$ cat config.mk
export PLATFORM = sky130hd
export DESIGN_NAME = multicycle_control_fsm
export DESIGN_NICKNAME = d
export VERILOG_FILES = /design/src/rtl/multicycle_control_fsm.sv
export SDC_FILE = /design/constraint.sdc
export NUM_CORES = 1
export LEC_CHECK = 0
export ABC_AREA = 1
export BUFFER_PORTS_ARGS = -buffer_cell sky130_fd_sc_hd__buf_4
export CORE_UTILIZATION = 48
export DETAILED_ROUTE_END_ITERATION = 16
export GPL_TIMING_DRIVEN = 0
export PLACE_DENSITY = 0.88
export SLEW_MARGIN = 5
export SYNTH_ARGS = -nofsm -noshare
export SYNTH_HDL_FRONTEND = slang
export SYNTH_SLANG_ARGS = --single-unit
$ cat constraint.sdc
create_clock -name clk -period 1.8 [get_ports clk]
set_input_delay 0.09 -clock clk [delete_from_list [all_inputs] [get_ports clk]]
set_output_delay 0.09 -clock clk [all_outputs]
set_load 0.05 [all_outputs]
$ cat src/rtl/multicycle_control_fsm.sv
// Multi-cycle RV32I control unit: sequences FETCH/DECODE/EXECUTE/MEM/WB over a
// shared-ALU, single-memory datapath with a mem_ready timeout and illegal-op handling.
module multicycle_control_fsm #(
  parameter int MEM_TIMEOUT     = 15,
  parameter bit HALT_ON_ILLEGAL = 1'b1,
  parameter int STATE_W         = 4
) (
  input  logic               clk,
  input  logic               rst,
  input  logic [6:0]         op,
  input  logic [2:0]         funct3,
  input  logic               funct7_5,
  input  logic               zero,
  input  logic               lt,
  input  logic               ltu,
  input  logic               mem_ready,
  output logic               mem_req,
  output logic               mem_we,
  output logic               adr_src,
  output logic               ir_write,
  output logic               pc_write,
  output logic               reg_write,
  output logic [1:0]         alu_src_a,
  output logic [1:0]         alu_src_b,
  output logic [3:0]         alu_control,
  output logic [1:0]         result_src,
  output logic [2:0]         imm_src,
  output logic [1:0]         store_size,
  output logic [2:0]         load_type,
  output logic               illegal_instr,
  output logic               mem_fault,
  output logic [STATE_W-1:0] state_o
);

  typedef enum logic [3:0] {
    S_FETCH, S_DECODE, S_MEMADR, S_MEMREAD, S_MEMWB, S_MEMWRITE, S_EXEC_R, S_EXEC_I,
    S_ALUWB, S_BRANCH, S_JAL, S_JALR, S_LUI, S_AUIPC, S_HALT, S_FAULT
  } state_t;

  localparam logic [3:0] ALU_ADD = 4'd0, ALU_SUB = 4'd1;
  localparam logic [2:0] IMM_I = 3'd0, IMM_S = 3'd1, IMM_B = 3'd2, IMM_J = 3'd3, IMM_U = 3'd4;

  state_t     state, state_n;
  logic [7:0] wait_cnt;
  logic       illegal, timeout;

  function automatic logic [3:0] alu_dec(input logic [2:0] f3, input logic f7, input logic is_r);
    case (f3)
      3'b000:  alu_dec = (is_r && f7) ? ALU_SUB : ALU_ADD;
      3'b001:  alu_dec = 4'd7;
      3'b010:  alu_dec = 4'd5;
      3'b011:  alu_dec = 4'd6;
      3'b100:  alu_dec = 4'd4;
      3'b101:  alu_dec = f7 ? 4'd9 : 4'd8;
      3'b110:  alu_dec = 4'd3;
      default: alu_dec = 4'd2;
    endcase
  endfunction

  always_ff @(posedge clk) begin
    if (rst) begin
      state         <= S_FETCH;
      wait_cnt      <= '0;
      mem_fault     <= 1'b0;
      illegal_instr <= 1'b0;
    end else begin
      state         <= state_n;
      illegal_instr <= illegal;
      if (state_n == S_FAULT) mem_fault <= 1'b1;
      if (mem_req && !mem_ready && state_n == state) wait_cnt <= wait_cnt + 8'd1;
      else                                           wait_cnt <= '0;
    end
  end

  always_comb begin
    state_n     = state;
    mem_req     = 1'b0;
    mem_we      = 1'b0;
    adr_src     = 1'b0;
    ir_write    = 1'b0;
    pc_write    = 1'b0;
    reg_write   = 1'b0;
    alu_src_a   = 2'b00;
    alu_src_b   = 2'b00;
    alu_control = ALU_ADD;
    result_src  = 2'b00;
    imm_src     = IMM_I;
    store_size  = 2'b00;
    load_type   = 3'b000;
    illegal     = 1'b0;
    case (state)
      S_FETCH: begin
        mem_req    = 1'b1;
        alu_src_b  = 2'b10;
        result_src = 2'b10;
        if (mem_ready) begin
          ir_write = 1'b1;
          pc_write = 1'b1;
          state_n  = S_DECODE;
        end
      end
      S_DECODE: begin
        // ALUOut gets oldPC+imm: branch target, or the JAL target when op is JAL
        alu_src_a = 2'b01;
        alu_src_b = 2'b01;
        imm_src   = (op == 7'b1101111) ? IMM_J : IMM_B;
        case (op)
          7'b0000011, 7'b0100011: state_n = S_MEMADR;
          7'b0110011:             state_n = S_EXEC_R;
          7'b0010011:             state_n = S_EXEC_I;
          7'b1100011:             state_n = S_BRANCH;
          7'b1101111:             state_n = S_JAL;
          7'b1100111:             state_n = S_JALR;
          7'b0110111:             state_n = S_LUI;
          7'b0010111:             state_n = S_AUIPC;
          default:                illegal = 1'b1;
        endcase
      end
      S_MEMADR: begin
        alu_src_a = 2'b10;
        alu_src_b = 2'b01;
        imm_src   = op[5] ? IMM_S : IMM_I;
        if (op[5]) begin
          if (funct3[2] || funct3[1:0] == 2'b11) illegal = 1'b1;
          else                                   state_n = S_MEMWRITE;
        end else begin
          if (funct3 == 3'b011 || funct3[2:1] == 2'b11) illegal = 1'b1;
          else                                          state_n = S_MEMREAD;
        end
      end
      S_MEMREAD, S_MEMWRITE: begin
        mem_req    = 1'b1;
        adr_src    = 1'b1;
        mem_we     = (state == S_MEMWRITE);
        store_size = funct3[1:0];
        load_type  = funct3;
        if (mem_ready) state_n = (state == S_MEMREAD) ? S_MEMWB : S_FETCH;
      end
      S_MEMWB: begin
        reg_write  = 1'b1;
        result_src = 2'b01;
        state_n    = S_FETCH;
      end
      S_EXEC_R, S_EXEC_I: begin
        alu_src_a   = 2'b10;
        alu_src_b   = (state == S_EXEC_I) ? 2'b01 : 2'b00;
        alu_control = alu_dec(funct3, funct7_5, state == S_EXEC_R);
        state_n     = S_ALUWB;
      end
      S_ALUWB: begin
        reg_write = 1'b1;
        state_n   = S_FETCH;
      end
      S_BRANCH: begin
        alu_src_a   = 2'b10;
        alu_control = ALU_SUB;
        state_n     = S_FETCH;
        case (funct3)
          3'b000:  pc_write = zero;
          3'b001:  pc_write = ~zero;
          3'b100:  pc_write = lt;
          3'b101:  pc_write = ~lt;
          3'b110:  pc_write = ltu;
          3'b111:  pc_write = ~ltu;
          default: illegal  = 1'b1;
        endcase
      end
      S_JAL: begin
        // Jump from ALUOut while the ALU forms the link value oldPC+4
        pc_write  = 1'b1;
        alu_src_a = 2'b01;
        alu_src_b = 2'b10;
        state_n   = S_ALUWB;
      end
      S_JALR: begin
        // rs1+imm lands in ALUOut; the JAL state then jumps there and links
        alu_src_a = 2'b10;
        alu_src_b = 2'b01;
        state_n   = S_JAL;
      end
      S_LUI: begin
        alu_src_a  = 2'b11;  // zero operand
        alu_src_b  = 2'b01;
        imm_src    = IMM_U;
        reg_write  = 1'b1;
        result_src = 2'b10;
        state_n    = S_FETCH;
      end
      S_AUIPC: begin
        alu_src_a = 2'b01;
        alu_src_b = 2'b01;
        imm_src   = IMM_U;
        state_n   = S_ALUWB;
      end
      default: ;  // HALT and FAULT hold until rst
    endcase

    if (illegal) state_n = HALT_ON_ILLEGAL ? S_HALT : S_FETCH;
    timeout = mem_req && !mem_ready && (wait_cnt == 8'(MEM_TIMEOUT - 1));
    if (timeout) state_n = S_FAULT;

    // No strobe escapes while reset is held, even mid-transfer
    if (rst) begin
      mem_req   = 1'b0;
      mem_we    = 1'b0;
      ir_write  = 1'b0;
      pc_write  = 1'b0;
      reg_write = 1'b0;
    end
  end

  assign state_o = STATE_W'(state);

endmodule

# After elaboration in Yosys (flattened, before gate mapping)
# Index checks and enable logic that the tools add are counted.
# totals
reg_bits,14
input_bits,17
output_inout_bits,30
wordCells,111
# op_classes
addsub,1
eq_ne,34
muxes,42
bitwise_logic,4
reduce_logical,26
# ops
cell,count
one-hot mux 4 bit (7 select lines),2
one-hot mux 4 bit (8 select lines),1
equality test 4 bit (second input constant),7
2-to-1 mux 4 bit,7
equality test 7 x 6 -> 1 bit (second input constant),3
equality test 7 bit (second input constant),3
2-to-1 mux 1 bit,21
equality test 4 x 3 -> 1 bit (second input constant),4
equality test 7 x 5 -> 1 bit (second input constant),2
OR reduction 2 bit,7
equality test 3 bit (second input constant),4
one-hot mux 2 bit (3 select lines),2
OR reduction 5 bit,2
one-hot mux 3 bit (3 select lines),1
OR reduction 3 bit,3
OR reduction 9 bit,1
adder 8 x 1 -> 8 bit (second input constant),1
equality test 4 x 2 -> 1 bit (second input constant),2
equality test 8 x 4 -> 1 bit (second input constant),1
one-hot mux 4 bit (2 select lines),1
OR reduction 4 bit,2
equality test 7 x 2 -> 1 bit (second input constant),1
equality test 3 x 2 -> 1 bit (second input constant),2
2-to-1 mux 3 bit,2
other kinds (15),25

# Logic depth before layout (Yosys ltp)
# Gate-level depths: netlist of run 1.
# logic_depth
ltp_word,11
mapped_depth,13
depth_no_buf,12

# Least setup slack after synthesis of run 1
# OpenSTA, ideal clock, no wires.
# synth_path
path_kind,reg-to-output
start,register state[0] (netlist: state_o[0])
end,output port store_size[0]
arrival_ns,2.690
required_time_ns,1.710
slack_ns,-0.980
path_stages_with_launch,8
path_buffers,1
cell_sequence,dfxtp_1 -> inv_1 -> nor2_2 -> nand2_1 -> nand2_1 -> inv_1 -> nor2_1 -> buf_4
# synth_between
elab_chain_cells,3
elab_cells_between_ends,4
cone_classes,2 x eq/ne; 1 x mux; 1 x reduce/logical
# synth_lines
element,line,text
from (decl),43,"state_t state, state_n;"
from (signal assigned),67,state <= state_n;
equality test 4 x 3 -> 1 bit or equality test 4 x 2 -> 1 bit (tied branches),91,case (state)
OR reduction 2 bit *,91,
2-to-1 mux 2 bit *,91,
to (decl),28,"output logic [1:0] store_size,"
# Every way passes the cells marked *; elsewhere a longest branch is shown, timed or not.

# Worst setup path in the final report of run 1
# Ends and elaborated chain as after synthesis.

==> metrics, run 1 <==
DRC Markers=0; CTS max path bufs=2; critical path peak fanout=6; Final Power=1.75 mW; post-DP HPWL=2630 µm; Fmax=0.584 GHz; top_reg_cell synth=dfxtp_1; RSZ-0062 raised after global routing=yes; Final Cycle Share=95.1%; #FFs+latches synth=14; Die H=53.1 µm; most frequent cell after synthesis=nand2_1; area share of the largest cell type after synthesis=22.4%; MaxCap Viol Count=0; Final WS setup=0.0879 ns; Placement Cell Area=0.00170 mm²; Initial Util=50.5%; max-slew violations=0; wire per inst=10.8 µm; EDFF count, synth=0; RD Place Congestion=0.901; die area=0.00281 mm²; PwrDens=972 mW/mm²; root buffer cell=clkbuf_4; Final Hold Vio Count=0; Top Ports=47; Slowest-stage cell, CP=dfxtp_4; maximum vdd drop=939 µV; share of post-route cells with drive strength above 1=29.5%; wire length of the first global-routing pass=5300 µm; CTS H-tree lvls=1; status=finished, final reports clean; CP Class=reg -> out; FFs w/ async S/R, synth=0%; vias in the first global route=1,303; Placement Setup Slack=0.221 ns; # setup viols final=0; core area=0.00248 mm²; Inst Count DP=299; worst rel slew slack=76.2%; Largest stage delay, worst path=0.38 ns; area added between synthesis and finish=43.5%; synthesized instance count=226; Tmin final=1.71 ns; total number of vias=1,572; vias per cell=5.10; gr usage total=24.4%; filler instances=217; startpoint types=flop; Post-DRT Antenna Nets=0; CP arrival=1.62 ns; clock skew=0.00345 ns; width of the die=53.1 µm; Congestion Overflow GR=0; sequential fraction of the synthesis area=22.4%; largest cells by area after synthesis=dfxtp_1 (22%), nand2_1 (17%), nor2_1 (17%), inv_1 (9.6%), nand3_1 (7.6%); cts bufs inserted=3; synth unique cells=30; CTS tree=yes; Commonest cells post-synth=nand2_1 (57), nor2_1 (56), inv_1 (32), nand3_1 (19), dfxtp_1 (14); hold slack final=0.105 ns; # port buffers=43; final net count=298; final std cells w/o fill=308; clock slew at reported path FFs=0.08 ns; Cell Area, Synth=0.00125 mm²; final wirelength=3310 µm; Yosys Warn Count=0; nature of the critical path endpoint=output port; worst min path class=in -> reg; antenna cell count=0; Num Clock Sinks=14; latest clock arrival within the worst-skew pair=0.27 ns; initial DRC count=67; dominant cell type by area after synthesis=dfxtp_1; LEAKAGE=0.911 nW; largest net degree at the start of global routing=11; WP data required=1.71 ns; cells along the critical path=inv_1 -> nor2_4 -> nand2_2 -> nand2_4 -> inv_1 -> nor2_4 -> buf_4 -> buf_4; Detailed Routing Iterations Pass 1=4; # rows=18; final instance area=0.00180 mm²; initial antenna violation count=0; worst slew pin tran=0.357 ns; Post-Syn Nets=245; Post-Syn Area per Cell=5.54 µm²
registers in the layout (all words and copies together) (netlist names):
register       count
state_o            4
wait_cnt           8
mem_fault          1
illegal_instr      1
layout make-up:
cell class	instances	area, µm²	share of cell area (%)
clock inverters	1	3.75	0.209
flip-flops and latches	14	295	16.4
repair buffers	48	372	20.7
plain buffers	5	32.5	1.81
clock buffers	3	22.5	1.25
inverters	33	128	7.11
multi-input cells	174	905	50.4
well taps	30	37.5	2.09
worst paths after layout:
path	startpoint	endpoint	slack [ns]	cells after the start
setup / recovery	state_o[0]	store_size[0]	0.09	8
setup reg to reg	state_o[0]	wait_cnt[5]	0.16	8
hold / removal	rst	state_o[2]	0.10	2
hold reg to reg	wait_cnt[0]	wait_cnt[0]	0.47	1
layer usage:
| layer | GRT usage (%) | wire length (µm) | vias to the layer above |
|---|---|---|---|
| met4 | 0.439 | 0 | 0 |
| met1 | 33.6 | 1530 | 700 |
| li1 | - | - | 815 |
| met2 | 42.0 | 1570 | 57 |
| met3 | 3.45 | 212 | 0 |
| met5 | 0 | 0 | - |
worst max-delay path, delay by kind of cell (launching register included):
family / cells / cell delay, ns
simple gates: 4 / 0.49
buf+inv: 4 / 0.48
flops: 1 / 0.38
power by group:
part | internal, mW | switching, mW
logic | 0.360 | 0.801
clock network | 0.0801 | 0.0975
registers | 0.349 | 0.0570
kinds of logic (layout without fill, tap and decap cells):
| family | Yosys count | after routing | synth area share [%] |
|---|---|---|---|
| buffers and inverters | 38 | 90 | 12.2 |
| AND/OR/NAND/NOR | 148 | 148 | 49.6 |
| flip-flops | 14 | 14 | 22.4 |
| XOR/XNOR | 6 | 6 | 4.20 |
| adder cells (fa/ha/maj) | 2 | 2 | 2.00 |
| AO/OA/AOI/OAI | 18 | 18 | 9.60 |
through the flow:
stage,TNS (ns),utilization (%)
after floorplan,-0.00458,-
after global placement,0,68.6
after detailed placement,0,68.6
after CTS,0,69.8
after global routing,-0.0424,72.5
final,0,72.5
cell usage in the layout, fill, tap and decap left out, types with 2 or more instances in the layout:
cell type | Yosys | routed
a21oi_1 | 4 | 4
a31oi_1 | 2 | 2
buf_2 | 2 | 2
buf_4 | 2 | 46
buf_6 | 0 | 4
clkbuf_4 | 0 | 3
dfxtp_1 | 14 | 10
dfxtp_4 | 0 | 4
ha_1 | 2 | 2
inv_1 | 32 | 30
inv_2 | 1 | 2
nand2_1 | 57 | 54
nand2_2 | 2 | 4
nand3_1 | 19 | 19
nand4_1 | 3 | 3
nor2_1 | 56 | 50
nor2_2 | 2 | 2
nor2_4 | 0 | 6
nor3_1 | 6 | 4
nor3_2 | 1 | 3
o21ai_0 | 4 | 4
xnor2_1 | 2 | 2
xor2_1 | 4 | 4
what timing repair did:
item | 4_1_cts | 5_1_grt
setup endpoints to repair | 1 | 21
hold buffers | 0 | 0
pin swaps | 0 | 1
resized for setup | 1 | 9
buffers inserted | 0 | 5
No activity file was read; power rests on OpenSTA's default activity.
==> inputs of run 2 (changes only) <==
SETUP_SLACK_MARGIN = 0.1   (was not set)
==> run 2 against run 1 <==
  * Fmax rose by 3.1%
  * Critical path depth fell by 1
  * Largest power group unchanged
  * Global-route usage rose by 0.82 points
  * Sequential power barely moved
  * Worst setup slack improved by 0.051 ns
  * Final area rose by 5.4%
  * Critical endpoint is now pc_write
  * Register-to-register slack improved by 0.06 ns
  * Critical path type unchanged
==> metrics, run 2 (synthesized netlist as in run 1, its figures left out) <==
status=finished, final reports clean (unchanged); Final Hold Vio Count=0 (unchanged); P_int=0.833 mW (was 0.790 mW); most frequent cells in the layout=nand2_1 (53), nor2_1 (44), buf_4 (44) (was nand2_1 (54), nor2_1 (50), buf_4 (46)); post-DP HPWL=2710 µm (was 2630 µm); r2r setup slk=0.22 ns (was 0.16 ns); antenna cell count=0 (unchanged); total number of vias=1,607 (was 1,572); sequential share of power=22.3% (was 23.3%); final net count=301 (was 298); Detailed Routing Iterations Pass 1=4 (unchanged); CP Class=reg -> out (unchanged); filler instances=196 (was 217); Top Ports=47 (unchanged); final wirelength=3590 µm (was 3310 µm); share of post-route cells with drive strength above 1=34.9% (was 29.5%); CP arrival=1.57 ns (was 1.62 ns); CTS max path bufs=2 (unchanged); # port buffers=43 (unchanged); wire per inst=11.5 µm (was 10.8 µm); power share of the clock group=9.9% (was 10.2%); vias per cell=5.17 (was 5.10); final std cells w/o fill=311 (was 308); initial DRC count=42 (was 67); Final Cycle Share=92.3% (was 95.1%); # setup viols final=0 (unchanged); width of the die=53.1 µm (unchanged); largest net degree at the start of global routing=11 (unchanged); Tmin final=1.66 ns (was 1.71 ns); cts bufs inserted=3 (unchanged); RR Startpoint=state_o[3] (was state_o[0]); RSZ-0062 raised after global routing=yes (unchanged); switching power=0.998 mW (was 0.956 mW); Crit Reg-Reg Endpoint=wait_cnt[5] (unchanged); vias in the first global route=1,300 (was 1,303); initial antenna violation count=0 (unchanged); Largest Register=wait_cnt (unchanged); WP data required=1.71 ns (about the same); hold depth=2 (unchanged); # rows=18 (unchanged); latest clock arrival within the worst-skew pair=0.28 ns (was 0.27 ns); Post-DRT Antenna Nets=0 (unchanged); area added between synthesis and finish=51.3% (was 43.5%); worst rel slew slack=74.6% (was 76.2%); clock slew at reported path FFs=0.08 ns (about the same); Num Clock Sinks=14 (unchanged); worst min path class=in -> reg (unchanged); reg2reg path depth=8 (unchanged); Initial Util=50.5% (unchanged); clock skew=0.000459 ns (was 0.00345 ns); Gate power share=67.8% (was 66.5%); die area=0.00281 mm² (unchanged); Inst Count DP=299 (unchanged); PwrDens=967 mW/mm² (was 972 mW/mm²); CTS tree=yes (unchanged); DRC Markers=0 (unchanged); hold path endpoint=state_o[1] (was state_o[2]); Fmax=0.602 GHz (was 0.584 GHz); RD Place Congestion=0.922 (was 0.901); Congestion Overflow GR=0 (unchanged); MaxCap Viol Count=0 (unchanged); max FFs per register=8 (unchanged); max-slew violations=0 (unchanged); core area=0.00248 mm² (unchanged); gr usage total=25.2% (was 24.4%); worst slew pin tran=0.378 ns (was 0.357 ns); CTS H-tree lvls=1 (unchanged); Die H=53.1 µm (unchanged); startpoint types=flop (unchanged); switch share=54.5% (was 54.8%); wire length of the first global-routing pass=5410 µm (was 5300 µm); commonest non-fill, non-tap cell in the layout=nand2_1 (unchanged); hold path startpoint=rst (unchanged); Final Util=76.4% (was 72.5%); nature of the critical path endpoint=output port (unchanged); root buffer cell=clkbuf_4 (unchanged); critical path peak fanout=6 (unchanged); LEAKAGE=0.951 nW (was 0.911 nW); maximum vdd drop=844 µV (was 939 µV); TNS Setup=0 ns (unchanged)
[run 2: cell types whose count changed in the layout (fill, tap and decap cells not counted), sizes merged]
cell,previous run,this run
buf,52,55
[run 2: what timing repair did]
| item | CTS | global route |
|---|---|---|
| endpoints found under the setup margin | 7 | 20 |
| gates resized for setup | 6 | 22 |
| hold buffers | 0 | 0 |
| gates cloned | 0 | 0 |
| pin swaps | 1 | 9 |
| setup buffers | 5 | 3 |
[run 2: layout make-up]
| cell class | count | area (µm²) | area share (%) |
|---|---|---|---|
| multi-input cells | 174 | 957 | 50.6 |
| plain buffers | 5 | 36.3 | 1.92 |
| clock inverters | 1 | 3.75 | 0.198 |
| flip-flops and latches | 14 | 295 | 15.6 |
| repair buffers | 51 | 413 | 21.8 |
| inverters | 33 | 128 | 6.74 |
| clock buffers | 3 | 22.5 | 1.19 |
| well taps | 30 | 37.5 | 1.98 |
[run 2: critical path, cell delays in order, from the launching register on]
cell,delay [ns]
dfxtp_4,0.39
inv_2,0.07
nor2_4,0.19
nand2_1,0.12
inv_1,0.07
nand2_1,0.07
a31oi_2,0.20
buf_6,0.18
[run 2: metrics by stage]
step / setup slack [ns] / instance area, µm² / hold WS (ns) / total power, mW
5_1_grt: 0.0688 / 1890 / 0.121 / 1.94
3_5_place_dp: 0.181 / 1720 / 0.410 / 1.50
6_report: 0.139 / 1890 / 0.113 / 1.83
2_1_floorplan: 0.0597 / 1360 / 0.311 / 1.20
3_3_place_gp: 0.215 / 1720 / 0.406 / 1.49
4_1_cts: 0.115 / 1800 / 0.115 / 1.74
[run 2: worst max path at each step]
stage                           from             to  cells after the start  slack [ns]
after floorplan           state_o[0]  store_size[1]                      7        0.06
after global placement    state_o[2]      mem_fault                     10        0.22
after detailed placement  state_o[2]      mem_fault                     10        0.18
after CTS                 state_o[0]  store_size[1]                      8        0.11
after global routing      state_o[0]       pc_write                      7        0.07
final                     state_o[0]       pc_write                      7        0.14
[run 2: power by group through the flow]
stage               Clock (mW)  Sequential (mW)  Combinational, mW
finish                   0.180            0.409               1.24
global route             0.199            0.414               1.33
CTS                      0.183            0.403               1.16
detailed placement           0            0.409               1.09
global placement             0            0.407               1.08
floorplan                    0            0.481              0.724
[run 2: metal layers]
layer	up-vias	wire [µm]	global-route usage (%)	share of wire (%)
li1	818	-	-	-
met3	0	238	3.45	6.6
met5	-	0	0	0
met2	68	1750	46.0	49
met4	0	0	1.32	0
met1	721	1600	32.4	45
